**src/rtl/decode_rf_stage_if.sv**
```systemverilog
// rtl/decode_rf_stage_if.sv - IF/ID input, RF read, forwarding and ID/EX output bundle
interface decode_rf_stage_if #(
  parameter int DATA_W = 16,
  parameter int PC_W   = 16
);
  // IF/ID side
  logic              flush;
  logic              in_valid;
  logic              in_ready;
  logic [PC_W-1:0]   in_pc;
  logic [15:0]       in_instr;
  // register file read port
  logic [2:0]        rf_rx_addr;
  logic [2:0]        rf_ry_addr;
  logic [DATA_W-1:0] rf_rx_data;
  logic [DATA_W-1:0] rf_ry_data;
  // forwarding network
  logic              ex_wr_en;
  logic              ex_is_load;
  logic [2:0]        ex_wr_addr;
  logic [DATA_W-1:0] ex_wr_data;
  logic              wb_wr_en;
  logic [2:0]        wb_wr_addr;
  logic [DATA_W-1:0] wb_wr_data;
  // ID/EX side
  logic              out_valid;
  logic              out_ready;
  logic [PC_W-1:0]   out_pc;
  logic [15:0]       out_instr;
  logic [DATA_W-1:0] out_opa;
  logic [DATA_W-1:0] out_opb;
  logic [DATA_W-1:0] out_imm;
  logic [2:0]        out_alu_op;
  logic              out_wr_en;
  logic              out_is_load;
  logic              out_is_store;
  logic              out_is_branch;
  logic              out_use_imm;
  logic [2:0]        out_wr_addr;

  modport slave (
    input  flush, in_valid, in_pc, in_instr,
    input  rf_rx_data, rf_ry_data,
    input  ex_wr_en, ex_is_load, ex_wr_addr, ex_wr_data,
    input  wb_wr_en, wb_wr_addr, wb_wr_data,
    input  out_ready,
    output in_ready, rf_rx_addr, rf_ry_addr,
    output out_valid, out_pc, out_instr, out_opa, out_opb, out_imm, out_alu_op,
    output out_wr_en, out_is_load, out_is_store, out_is_branch, out_use_imm, out_wr_addr
  );

  modport master (
    output flush, in_valid, in_pc, in_instr,
    output rf_rx_data, rf_ry_data,
    output ex_wr_en, ex_is_load, ex_wr_addr, ex_wr_data,
    output wb_wr_en, wb_wr_addr, wb_wr_data,
    output out_ready,
    input  in_ready, rf_rx_addr, rf_ry_addr,
    input  out_valid, out_pc, out_instr, out_opa, out_opb, out_imm, out_alu_op,
    input  out_wr_en, out_is_load, out_is_store, out_is_branch, out_use_imm, out_wr_addr
  );
endinterface

```
**src/rtl/decode_rf_stage.sv**
```systemverilog
// rtl/decode_rf_stage.sv - decode / register-read stage with forwarding, load-use stall and ID/EX register
module decode_rf_stage #(
  parameter int DATA_W = 16,
  parameter int PC_W   = 16,
  parameter bit FWD_EN = 1'b1
) (
  input logic                clk,
  input logic                reset_n,
  decode_rf_stage_if.slave   bus
);

  localparam logic [4:0] OP_MV    = 5'b0_0000;
  localparam logic [4:0] OP_ADD   = 5'b0_0001;
  localparam logic [4:0] OP_SUB   = 5'b0_0010;
  localparam logic [4:0] OP_CMP   = 5'b0_0011;
  localparam logic [4:0] OP_LD    = 5'b0_0100;
  localparam logic [4:0] OP_ST    = 5'b0_0101;
  localparam logic [4:0] OP_JR    = 5'b0_1000;
  localparam logic [4:0] OP_JZR   = 5'b0_1001;
  localparam logic [4:0] OP_JNR   = 5'b0_1010;
  localparam logic [4:0] OP_CALLR = 5'b0_1100;
  localparam logic [4:0] OP_MVI   = 5'b1_0000;
  localparam logic [4:0] OP_ADDI  = 5'b1_0001;
  localparam logic [4:0] OP_SUBI  = 5'b1_0010;
  localparam logic [4:0] OP_CMPI  = 5'b1_0011;
  localparam logic [4:0] OP_MVHI  = 5'b1_0110;
  localparam logic [4:0] OP_J     = 5'b1_1000;
  localparam logic [4:0] OP_JZ    = 5'b1_1001;
  localparam logic [4:0] OP_JN    = 5'b1_1010;
  localparam logic [4:0] OP_CALL  = 5'b1_1100;

  localparam logic [2:0] ALU_ADD  = 3'b000;
  localparam logic [2:0] ALU_SUB  = 3'b001;
  localparam logic [2:0] ALU_MVHI = 3'b010;

  typedef struct packed {
    logic [PC_W-1:0]   pc;
    logic [15:0]       instr;
    logic [DATA_W-1:0] opa;
    logic [DATA_W-1:0] opb;
    logic [DATA_W-1:0] imm;
    logic [2:0]        alu_op;
    logic              wr_en;
    logic [2:0]        wr_addr;
    logic              is_load;
    logic              is_store;
    logic              is_branch;
    logic              use_imm;
  } payload_t;

  logic [4:0]        opc;
  logic [2:0]        rx, ry;
  logic [DATA_W-1:0] imm_s8, imm_hi, imm_s11;

  logic              use_rx, use_ry, wr_en, wr_r7;
  logic              is_load, is_store, is_branch, use_imm;
  logic [2:0]        alu_op;
  logic [DATA_W-1:0] imm;

  logic              ex_hit_rx, ex_hit_ry, wb_hit_rx, wb_hit_ry;
  logic              stall_rx, stall_ry, hazard, advance;
  logic [DATA_W-1:0] opa, opb;

  payload_t          pl_new, pl_d, pl_q;
  logic              valid_d, valid_q;

  assign opc = bus.in_instr[4:0];
  assign rx  = bus.in_instr[7:5];
  assign ry  = bus.in_instr[10:8];

  assign bus.rf_rx_addr = rx;
  assign bus.rf_ry_addr = ry;

  assign imm_s8  = {{(DATA_W-8){bus.in_instr[15]}}, bus.in_instr[15:8]};
  assign imm_hi  = {bus.in_instr[15:8], {(DATA_W-8){1'b0}}};
  assign imm_s11 = {{(DATA_W-12){bus.in_instr[15]}}, bus.in_instr[15:5], 1'b0};

  // Instruction decode: source use, write target, class flags, ALU op and immediate
  always_comb begin
    use_rx    = 1'b0;
    use_ry    = 1'b0;
    wr_en     = 1'b0;
    wr_r7     = 1'b0;
    is_load   = 1'b0;
    is_store  = 1'b0;
    is_branch = 1'b0;
    use_imm   = 1'b0;
    alu_op    = ALU_ADD;
    imm       = '0;
    case (opc)
      OP_MV:    begin use_ry = 1'b1; wr_en = 1'b1; end
      OP_ADD:   begin use_rx = 1'b1; use_ry = 1'b1; wr_en = 1'b1; end
      OP_SUB:   begin use_rx = 1'b1; use_ry = 1'b1; wr_en = 1'b1; alu_op = ALU_SUB; end
      OP_CMP:   begin use_rx = 1'b1; use_ry = 1'b1; alu_op = ALU_SUB; end
      OP_LD:    begin use_ry = 1'b1; wr_en = 1'b1; is_load = 1'b1; end
      OP_ST:    begin use_rx = 1'b1; use_ry = 1'b1; is_store = 1'b1; end
      OP_JR, OP_JZR, OP_JNR: begin use_rx = 1'b1; is_branch = 1'b1; end
      OP_CALLR: begin use_rx = 1'b1; is_branch = 1'b1; wr_en = 1'b1; wr_r7 = 1'b1; end
      OP_MVI:   begin wr_en = 1'b1; use_imm = 1'b1; imm = imm_s8; end
      OP_ADDI:  begin use_rx = 1'b1; wr_en = 1'b1; use_imm = 1'b1; imm = imm_s8; end
      OP_SUBI:  begin use_rx = 1'b1; wr_en = 1'b1; use_imm = 1'b1; imm = imm_s8; alu_op = ALU_SUB; end
      OP_CMPI:  begin use_rx = 1'b1; use_imm = 1'b1; imm = imm_s8; alu_op = ALU_SUB; end
      OP_MVHI:  begin use_rx = 1'b1; wr_en = 1'b1; use_imm = 1'b1; imm = imm_hi; alu_op = ALU_MVHI; end
      OP_J, OP_JZ, OP_JN: begin is_branch = 1'b1; use_imm = 1'b1; imm = imm_s11; end
      OP_CALL:  begin is_branch = 1'b1; use_imm = 1'b1; imm = imm_s11; wr_en = 1'b1; wr_r7 = 1'b1; end
      default:  ;
    endcase
  end

  assign ex_hit_rx = bus.ex_wr_en && (bus.ex_wr_addr == rx);
  assign ex_hit_ry = bus.ex_wr_en && (bus.ex_wr_addr == ry);
  assign wb_hit_rx = bus.wb_wr_en && (bus.wb_wr_addr == rx);
  assign wb_hit_ry = bus.wb_wr_en && (bus.wb_wr_addr == ry);

  // A load in EX has no data yet; without forwarding any in-flight writer must drain first
  assign stall_rx = use_rx & ((ex_hit_rx & bus.ex_is_load) | (!FWD_EN & (ex_hit_rx | wb_hit_rx)));
  assign stall_ry = use_ry & ((ex_hit_ry & bus.ex_is_load) | (!FWD_EN & (ex_hit_ry | wb_hit_ry)));
  assign hazard   = stall_rx | stall_ry;

  assign advance      = !valid_q | bus.out_ready;
  assign bus.in_ready = bus.flush | (advance & !hazard);

  // Operand select: youngest non-load EX result, then WB, then register file
  always_comb begin
    opa = bus.rf_rx_data;
    opb = bus.rf_ry_data;
    if (FWD_EN) begin
      if (ex_hit_rx && !bus.ex_is_load) opa = bus.ex_wr_data;
      else if (wb_hit_rx)               opa = bus.wb_wr_data;
      if (ex_hit_ry && !bus.ex_is_load) opb = bus.ex_wr_data;
      else if (wb_hit_ry)               opb = bus.wb_wr_data;
    end
  end

  assign pl_new = '{
    pc:        bus.in_pc,
    instr:     bus.in_instr,
    opa:       opa,
    opb:       opb,
    imm:       imm,
    alu_op:    alu_op,
    wr_en:     wr_en,
    wr_addr:   wr_r7 ? 3'd7 : (wr_en ? rx : 3'd0),
    is_load:   is_load,
    is_store:  is_store,
    is_branch: is_branch,
    use_imm:   use_imm
  };

  // ID/EX next state: flush beats everything, then issue, then bubble, else hold
  always_comb begin
    valid_d = valid_q;
    pl_d    = pl_q;
    if (bus.flush) begin
      valid_d = 1'b0;
    end else if (advance && bus.in_valid && !hazard) begin
      valid_d = 1'b1;
      pl_d    = pl_new;
    end else if (advance) begin
      valid_d = 1'b0;
    end
  end

  // ID/EX pipeline register
  always_ff @(posedge clk or negedge reset_n) begin
    if (!reset_n) begin
      valid_q <= 1'b0;
      pl_q    <= '0;
    end else begin
      valid_q <= valid_d;
      pl_q    <= pl_d;
    end
  end

  assign bus.out_valid     = valid_q;
  assign bus.out_pc        = pl_q.pc;
  assign bus.out_instr     = pl_q.instr;
  assign bus.out_opa       = pl_q.opa;
  assign bus.out_opb       = pl_q.opb;
  assign bus.out_imm       = pl_q.imm;
  assign bus.out_alu_op    = pl_q.alu_op;
  assign bus.out_wr_en     = pl_q.wr_en;
  assign bus.out_wr_addr   = pl_q.wr_addr;
  assign bus.out_is_load   = pl_q.is_load;
  assign bus.out_is_store  = pl_q.is_store;
  assign bus.out_is_branch = pl_q.is_branch;
  assign bus.out_use_imm   = pl_q.use_imm;

endmodule
```
**src/flat_wrapper.sv**
```systemverilog
// flat-port wrapper written by rule: the top's interface ports become plain ports
module decode_rf_stage_flat 
#(
  parameter int DATA_W = 16,
  parameter int PC_W   = 16,
  parameter bit FWD_EN = 1'b1
)
  (clk, reset_n, bus_flush, bus_in_valid, bus_in_pc, bus_in_instr, bus_rf_rx_data, bus_rf_ry_data, bus_ex_wr_en, bus_ex_is_load, bus_ex_wr_addr, bus_ex_wr_data, bus_wb_wr_en, bus_wb_wr_addr, bus_wb_wr_data, bus_out_ready, bus_in_ready, bus_rf_rx_addr, bus_rf_ry_addr, bus_out_valid, bus_out_pc, bus_out_instr, bus_out_opa, bus_out_opb, bus_out_imm, bus_out_alu_op, bus_out_wr_en, bus_out_is_load, bus_out_is_store, bus_out_is_branch, bus_out_use_imm, bus_out_wr_addr);
  decode_rf_stage_if #(.DATA_W(DATA_W), .PC_W(PC_W)) bus_i ();
  input logic clk;
  input logic reset_n;
  input wire logic [$bits(bus_i.flush)-1:0] bus_flush;
  input wire logic [$bits(bus_i.in_valid)-1:0] bus_in_valid;
  input wire logic [$bits(bus_i.in_pc)-1:0] bus_in_pc;
  input wire logic [$bits(bus_i.in_instr)-1:0] bus_in_instr;
  input wire logic [$bits(bus_i.rf_rx_data)-1:0] bus_rf_rx_data;
  input wire logic [$bits(bus_i.rf_ry_data)-1:0] bus_rf_ry_data;
  input wire logic [$bits(bus_i.ex_wr_en)-1:0] bus_ex_wr_en;
  input wire logic [$bits(bus_i.ex_is_load)-1:0] bus_ex_is_load;
  input wire logic [$bits(bus_i.ex_wr_addr)-1:0] bus_ex_wr_addr;
  input wire logic [$bits(bus_i.ex_wr_data)-1:0] bus_ex_wr_data;
  input wire logic [$bits(bus_i.wb_wr_en)-1:0] bus_wb_wr_en;
  input wire logic [$bits(bus_i.wb_wr_addr)-1:0] bus_wb_wr_addr;
  input wire logic [$bits(bus_i.wb_wr_data)-1:0] bus_wb_wr_data;
  input wire logic [$bits(bus_i.out_ready)-1:0] bus_out_ready;
  output wire logic [$bits(bus_i.in_ready)-1:0] bus_in_ready;
  output wire logic [$bits(bus_i.rf_rx_addr)-1:0] bus_rf_rx_addr;
  output wire logic [$bits(bus_i.rf_ry_addr)-1:0] bus_rf_ry_addr;
  output wire logic [$bits(bus_i.out_valid)-1:0] bus_out_valid;
  output wire logic [$bits(bus_i.out_pc)-1:0] bus_out_pc;
  output wire logic [$bits(bus_i.out_instr)-1:0] bus_out_instr;
  output wire logic [$bits(bus_i.out_opa)-1:0] bus_out_opa;
  output wire logic [$bits(bus_i.out_opb)-1:0] bus_out_opb;
  output wire logic [$bits(bus_i.out_imm)-1:0] bus_out_imm;
  output wire logic [$bits(bus_i.out_alu_op)-1:0] bus_out_alu_op;
  output wire logic [$bits(bus_i.out_wr_en)-1:0] bus_out_wr_en;
  output wire logic [$bits(bus_i.out_is_load)-1:0] bus_out_is_load;
  output wire logic [$bits(bus_i.out_is_store)-1:0] bus_out_is_store;
  output wire logic [$bits(bus_i.out_is_branch)-1:0] bus_out_is_branch;
  output wire logic [$bits(bus_i.out_use_imm)-1:0] bus_out_use_imm;
  output wire logic [$bits(bus_i.out_wr_addr)-1:0] bus_out_wr_addr;
  assign bus_i.flush = bus_flush;
  assign bus_i.in_valid = bus_in_valid;
  assign bus_i.in_pc = bus_in_pc;
  assign bus_i.in_instr = bus_in_instr;
  assign bus_i.rf_rx_data = bus_rf_rx_data;
  assign bus_i.rf_ry_data = bus_rf_ry_data;
  assign bus_i.ex_wr_en = bus_ex_wr_en;
  assign bus_i.ex_is_load = bus_ex_is_load;
  assign bus_i.ex_wr_addr = bus_ex_wr_addr;
  assign bus_i.ex_wr_data = bus_ex_wr_data;
  assign bus_i.wb_wr_en = bus_wb_wr_en;
  assign bus_i.wb_wr_addr = bus_wb_wr_addr;
  assign bus_i.wb_wr_data = bus_wb_wr_data;
  assign bus_i.out_ready = bus_out_ready;
  assign bus_in_ready = bus_i.in_ready;
  assign bus_rf_rx_addr = bus_i.rf_rx_addr;
  assign bus_rf_ry_addr = bus_i.rf_ry_addr;
  assign bus_out_valid = bus_i.out_valid;
  assign bus_out_pc = bus_i.out_pc;
  assign bus_out_instr = bus_i.out_instr;
  assign bus_out_opa = bus_i.out_opa;
  assign bus_out_opb = bus_i.out_opb;
  assign bus_out_imm = bus_i.out_imm;
  assign bus_out_alu_op = bus_i.out_alu_op;
  assign bus_out_wr_en = bus_i.out_wr_en;
  assign bus_out_is_load = bus_i.out_is_load;
  assign bus_out_is_store = bus_i.out_is_store;
  assign bus_out_is_branch = bus_i.out_is_branch;
  assign bus_out_use_imm = bus_i.out_use_imm;
  assign bus_out_wr_addr = bus_i.out_wr_addr;
  decode_rf_stage #(.DATA_W(DATA_W), .PC_W(PC_W), .FWD_EN(FWD_EN)) u_core (.clk(clk), .reset_n(reset_n), .bus(bus_i));
endmodule
```
**config.mk**
```make
export PLATFORM = sky130hd
export DESIGN_NAME = decode_rf_stage_flat
export DESIGN_NICKNAME = d
export VERILOG_FILES = /design/src/rtl/decode_rf_stage_if.sv /design/src/rtl/decode_rf_stage.sv /design/src/flat_wrapper.sv
export SDC_FILE = /design/constraint.sdc
export NUM_CORES = 1
export LEC_CHECK = 0
export ABC_AREA = 1
export CORE_UTILIZATION = 40
export DETAILED_ROUTE_END_ITERATION = 16
export PLACE_DENSITY_LB_ADDON = 0.3
export SYNTH_ARGS = -nofsm -noshare
export SYNTH_HDL_FRONTEND = slang
export SYNTH_SLANG_ARGS = --single-unit
```
**constraint.sdc**
```tcl
create_clock -name clk -period 1.34 [get_ports clk]
set_input_delay 0.268 -clock clk [delete_from_list [all_inputs] [get_ports clk]]
set_output_delay 0.268 -clock clk [all_outputs]
set_load 0.02 [all_outputs]
```
==> results of run 1 <==
[final timing paths]
check	start	to	slack, ps
worst min-delay path	bus_in_instr[3]	u_core.bus.out_instr[3]	210
min in group asynchronous	reset_n	u_core.bus.out_opa[14]	470
worst min register to register	u_core.bus.out_pc[11]	u_core.bus.out_pc[11]	460
worst max-delay path	bus_in_instr[2]	bus_in_ready	-220
worst max register to register	u_core.bus.out_valid	u_core.bus.out_opa[12]	-150
max in group asynchronous	reset_n	u_core.bus.out_use_imm	560
[stage by stage]
stage          std cells  hold slack (ps)  total power [µW]
2_1_floorplan        788            -27.6              4820
3_3_place_gp        1175              297              6450
3_5_place_dp        1175              314              6480
4_1_cts             1206              239              8910
5_1_grt             1217              232              9450
6_report            1217              209              9030
[flip-flops by register name (all words and copies together) (netlist names)]
signal	count
u_core.bus.out_is_store	1
u_core.bus.out_use_imm	1
u_core.bus.out_pc	16
u_core.bus.out_is_load	1
u_core.bus.out_wr_en	1
u_core.bus.out_is_branch	1
u_core.bus.out_opb	16
u_core.bus.out_valid	1
u_core.bus.out_instr	16
u_core.bus.out_opa	16
u_core.bus.out_wr_addr	3
u_core.bus.out_imm	16
u_core.bus.out_alu_op	2
[layout make-up]
| type | instances | share of cell area, % |
|---|---|---|
| repair buffers | 298 | 33.4 |
| multi-input cells | 564 | 31.3 |
| flip-flops and latches | 91 | 26.1 |
| inverters | 72 | 3.23 |
| clock buffers | 11 | 2.78 |
| well taps | 176 | 2.52 |
| clock inverters | 5 | 0.701 |
[metal layers]
| layer | track usage [%] | vias up | wire, µm |
|---|---|---|---|
| li1 | - | 3033 | - |
| met1 | 34.4 | 3020 | 8400 |
| met2 | 42.5 | 257 | 9230 |
| met3 | 5.94 | 29 | 1260 |
| met4 | 7.04 | 2 | 287 |
| met5 | 0 | - | 13 |
[cell usage in the layout, fill, tap and decap left out, drive strengths merged]
cell           netlist  layout
a21oi                1       1
buf                 49      99
bufinv               0       1
clkbuf              12      31
clkdlybuf4s15        0      67
clkdlybuf4s50        0      89
clkinvlp             0       3
conb                 1       1
dfrtp               91      91
dlygate4sd2          0      19
dlygate4sd3          0       1
dlymetal6s2s         0       3
inv                 72      73
nand2              350     350
nand3               77      77
nand3b               1       1
nand4               90      90
nor2                26      26
nor3                 1       1
nor3b                1       1
o2111ai              1       1
o211ai               1       1
o21ai               10      10
o21bai               1       1
o31ai                1       1
xor2                 2       2
[tightest hold or removal path: stages]
cell	delay, ps
buf_6	120
nand4_1	90
nand2_1	50
[power by group]
| group | internal, µW | total (µW) | leakage, µW | switching [µW] |
|---|---|---|---|---|
| clock network | 1510 | 2650 | 0.000138 | 1140 |
| logic | 1310 | 2980 | 0.00340 | 1660 |
| registers | 3160 | 3400 | 0.00116 | 237 |
| total | 5980 | 9030 | 0.00469 | 3050 |
[logic make-up (layout without fill, tap and decap cells)]
family | after synthesis | after routing | share of synthesized area (%)
AOI/OAI and AO/OA | 15 | 15 | 1.59
and+or+nand+nor | 546 | 546 | 44.8
xor gates and xnor gates | 2 | 2 | 0.323
DFF | 91 | 91 | 41.9
buffers and inverters | 133 | 386 | 11.3
other | 1 | 1 | 0.0690
[what timing repair did]
action / CTS / global route
hold buffers: 1 / 0
buffers inserted: 14 / 8
setup endpoints to repair: 189 / 153
resized for setup: 218 / 134
pin swaps: 20 / 31
endpoints found under the hold margin: 91 / 0
cloned: 0 / 5
==> metrics.txt, run 1 <==
outcome finished with violations; failing checks negative setup slack; Final Util ~66%; row count 42; ANT nets after route 0; crit-path leading delay family simple AND/OR/NAND/NOR gates; DIE HEIGHT ~120 µm; Critical Path RT 1070 ps; Mapped Area about 5400 µm²; worst slack, placed -1350 ps; Max FO, Critical Path 3; via count 6341; DRC violation count after routing 0; first-pass GRT wire length approximately 29 mm; setup TNS -13360 ps; Core ar. between 10000 and 15000 µm²; fmax between 600 and 700 MHz; placed cell areas about 8000 µm²; RSZ-0062 raised after global routing true; PD cells between 1000 and 1500 nW/µm²; Yosys top cell area share 41.9%; Clock Path Buffers 2; CTS Sinks 91; TritonCTS clock tree built; Post-synth EDFFs 0; syn_nets 898; CP endpoint kind output port; vias in the first global route 5783; Critical Path Stages 11; HP Class in2reg; Peak VDD IR approximately 0.54 mV; min Tclk post-route between 1500 and 2000 ps; grt ovf 0; Async SR Flop Fraction 100%; share of cells above drive strength 1 between 10% and 20%; initial antenna violation count 1; Area Overhead vs Synth 61.0%; cell area after layout slightly below 9000 µm²; hpwl dp 13.0 mm; Initial Utilization 41.0%; Final Max Slew Viols 0; clk root buf clkbuf_16; Pre-antenna DRT Iters 5; ratio of final minimum period to clock period 117%; Slowest-stage cell, CP nor2_4; largest net degree at the start of global routing between 60 and 70; Die Wd ~120 µm; setup slack after layout -224 ps; cts bufs inserted 9; Seq/Total Area, Yosys 41.9%; # diodes 0; final hold violation count 0; Yosys reg bits just over 90; Avg Vias per Cell 5.21; Worst Path Buf+Inv 3; Ports between 200 and 250; area occupied by multi-input gates roughly 2700 µm²; PortBufs approximately 210; syn_area_per_cell 6.89 µm²; max-cap violations 0; synthesized netlist cell count slightly below 800; count leader, synth nand2_1; Worst Clk Skew ~12 ps; placer congestion estimate around 0.88; final net count 1146; crit-path most repeated cell nor2_4; full die area ~14000 µm²; reg2reg path depth 8; Worst Hold Path Cells 3; Fillers 1180; Synth cell types 30; total wire length around 19 mm; Iteration-0 DRC Markers 476; register area 2280 µm²; cell taking the most area after synthesis dfrtp_1; GRT Total Usage about a quarter; WL/cell approximately 16 µm; Worst-Skew Late Latency 350 ps; Leak about 0.0047 µW; Finish-stage setup viols 92; htree depth 3; CP max stage delay between 100 and 150 ps; Synth top cells by count nand2_1 (346), dfrtp_1 (91), nand4_1 (90), nand3_1 (74), inv_1 (68); CTS clk-pin slew, worst paths 70 ps; CP startpoint kind input port; synth warn 0; top cells by area, synth dfrtp_1 (42%), nand2_1 (24%), nand4_1 (10%); Crit Path Class in2out; Synth Flop Type dfrtp_1; worst path cell trace buf_8, buf_6, nor2_4, nand2_2, nor2_4, nor2_4, nand3_2, nand2_4, nand2_4, o21bai_4, buf_6; Worst EP arrival around 1300 ps
No activity file was read; power rests on OpenSTA's default activity.
==> inputs of run 2 (changes only) <==
--- a/config.mk
+++ b/config.mk
@@ -6,7 +6,9 @@
 export NUM_CORES = 1
 export LEC_CHECK = 0
 export ABC_AREA = 1
+export CAP_MARGIN = 30
 export CORE_UTILIZATION = 40
+export CTS_CLUSTER_DIAMETER = 200
 export DETAILED_ROUTE_END_ITERATION = 16
 export PLACE_DENSITY_LB_ADDON = 0.3
 export SYNTH_ARGS = -nofsm -noshare
==> results of run 2 <==
No change in the layout: final DEF, timing and power equal those of run 1.
==> inputs of run 3 (changes only) <==
--- a/config.mk
+++ b/config.mk
@@ -7,10 +7,11 @@
 export LEC_CHECK = 0
 export ABC_AREA = 1
 export CAP_MARGIN = 30
-export CORE_UTILIZATION = 40
+export CORE_UTILIZATION = 48
 export CTS_CLUSTER_DIAMETER = 200
 export DETAILED_ROUTE_END_ITERATION = 16
 export PLACE_DENSITY_LB_ADDON = 0.3
+export REMOVE_ABC_BUFFERS = 1
 export SYNTH_ARGS = -nofsm -noshare
 export SYNTH_HDL_FRONTEND = slang
 export SYNTH_SLANG_ARGS = --single-unit
==> constraint.sdc (replaced) <==
create_clock -name clk -period 2.02 [get_ports clk]
set_input_delay 0.404 -clock clk [delete_from_list [all_inputs] [get_ports clk]]
set_output_delay 0.404 -clock clk [all_outputs]
set_load 0.02 [all_outputs]
==> run 3 against run 2 <==
Against the previous run:
- the run now ends clean
- routed wire length is 6.6% lower
- sequential share of layout area is 1.3 points higher
- largest cell class unchanged
- power is 33% lower
- critical endpoint unchanged
- hold slack better by 230 ps
==> metrics.txt, run 3 (synthesized netlist as in run 1, its figures left out) <==
outcome finished, final reports clean; crit-path leading delay family buffers and inverters; clk root buf clkbuf_16; Avg Vias per Cell ~5.3; min Tclk post-route approximately 2000 ps; max-cap violations 0; Ports between 200 and 250; cts bufs inserted 9; Crit Path Class in2out; first-pass GRT wire length 28.4 mm; initial antenna violation count 0; vias in the first global route 5794; CP endpoint kind output port; PD cells between 700 and 800 nW/µm²; share of cells above drive strength 1 12.4%; RSZ-0062 raised after global routing false; htree depth 3; CTS Sinks around 90; Worst EP arrival around 1600 ps; hpwl dp around 13 mm; DIE HEIGHT 108 µm; final hold violation count 0; WL/cell between 15 and 20 µm; Core ar. 10900 µm²; met1 wire length ~7.5 mm; Initial Utilization between 40% and 50%; Finish-stage setup viols 0; Peak VDD IR between 0.4 and 0.5 mV; GRT Total Usage 31.0%; most frequent cells in the layout nand2_1 (345), clkdlybuf4s50_1 (189), dfrtp_1 (91); Die Wd approximately 110 µm; Iteration-0 DRC Markers just under 400; Critical Path Stages 7; worst path cell trace dlygate4sd2_1, xor2_1, nor2_2, o2111ai_4, nand2_4, o21bai_1, buf_4; ratio of final minimum period to clock period 97.0%; Worst Path Buf+Inv 2; full die area 11700 µm²; Final Max Slew Viols 0; commonest non-fill, non-tap cell in the layout nand2_1; WHS about 440 ps; Cell Count, Final, Fillers Out between 1000 and 1500; # diodes 0; Pre-antenna DRT Iters 5; largest net degree at the start of global routing 53; via count between 6000 and 7000; HP Class in2async; Met3 Wirelength about 1.7 mm; DRC violation count after routing 0; Slowest-stage cell, CP dlygate4sd2_1; CP startpoint kind input port; setup slack after layout slightly above 60 ps; fmax between 500 and 600 MHz; met2 wire length 8.44 mm; overall power around 6100 µW; placer congestion estimate between 0.9 and 1; total wire length roughly 18 mm; Final Util 76.3%; ANT nets after route 0; row count 38; Worst Clk Skew 10.1 ps; Fillers around 870; CTS clk-pin slew, worst paths about 60 ps; Leak ~0.0044 µW; PortBufs between 200 and 250; Placed Cells approximately 1100; Max FO, Critical Path 2; grt ovf 0; Clock Path Buffers 2; Area Overhead vs Synth 53.5%; final net count roughly 1100; TritonCTS clock tree built; Worst-Skew Late Latency 330 ps; reg2reg path depth 8; CP max stage delay approximately 260 ps; Critical Path RT ~1600 ps; worst slack, placed -875 ps; highest routed layer met4
-- run 3: cell types whose count changed in the layout (fill, tap and decap cells not counted), sizes merged --
cell	delta
clkdlybuf4s50	+100
clkdlybuf4s15	-62
buf	-22
clkbuf	-18
dlygate4sd2	-15
dlymetal6s2s	-3
clkinvlp	-2
bufinv	+1
clkinv	+1
inv	-1
-- run 3: area by class of cell --
cell class / instances / area (µm²) / share of cell area (%)
Inverter: 72 / 270 / 3.24
Clock buffer: 10 / 239 / 2.87
Sequential cell: 91 / 2280 / 27.3
Tap cell: 140 / 175 / 2.10
Clock inverter: 4 / 76.3 / 0.915
Multi-Input combinational cell: 564 / 2610 / 31.3
Timing Repair Buffer: 279 / 2700 / 32.3
-- run 3: path summary, 6_finish.rpt --
check                                           endpoint                    from  slack (ps)
worst max-delay path                        bus_in_ready        bus_in_instr[10]          60
min in group clk                  u_core.bus.out_imm[10]  u_core.bus.out_imm[10]         470
worst max register to register  u_core.bus.out_instr[14]    u_core.bus.out_valid         510
worst min-delay path               u_core.bus.out_opb[2]                 reset_n         440
worst min register to register    u_core.bus.out_imm[10]  u_core.bus.out_imm[10]         470
max in group asynchronous         u_core.bus.out_opa[10]                 reset_n         930
-- run 3: report_power, final --
| part | internal, µW | total (µW) | switching (µW) |
|---|---|---|---|
| logic | 972 | 2020 | 1050 |
| clock network | 1110 | 1790 | 687 |
| registers | 2100 | 2260 | 164 |
-- run 3: metrics by stage --
step           TNS [ps]  cell area (µm²)
3_5_place_dp     -68270             7950
6_report              0             8340
4_1_cts               0             8330
5_1_grt               0             8340
2_1_floorplan   -497120             5090
3_3_place_gp     -66260             7950
-- run 3: worst register-to-register path, cell delays in order (launching register included) --
cell     delay (ps)
dfrtp_1         380
inv_1            70
nor2_1           60
nor3b_2         190
buf_4           190
nand3_4         130
buf_12          220
nand2_1         110
nand2_1          50
-- run 3: what timing repair did --
item | 4_1_cts | 5_1_grt
resized for setup | 57 | 14
setup buffers | 6 | 0
hold buffers | 1 | 0
pin swaps | 13 | 8
setup endpoints to repair | 98 | 91
endpoints found under the hold margin | 4 | 0
-- run 3: per-layer routing --
metal | track usage (%) | vias to the layer above
li1 | - | 2984
met1 | 40.7 | 2824
met2 | 51.8 | 345
met3 | 6.51 | 29
met4 | 8.30 | 0
met5 | 0 | -
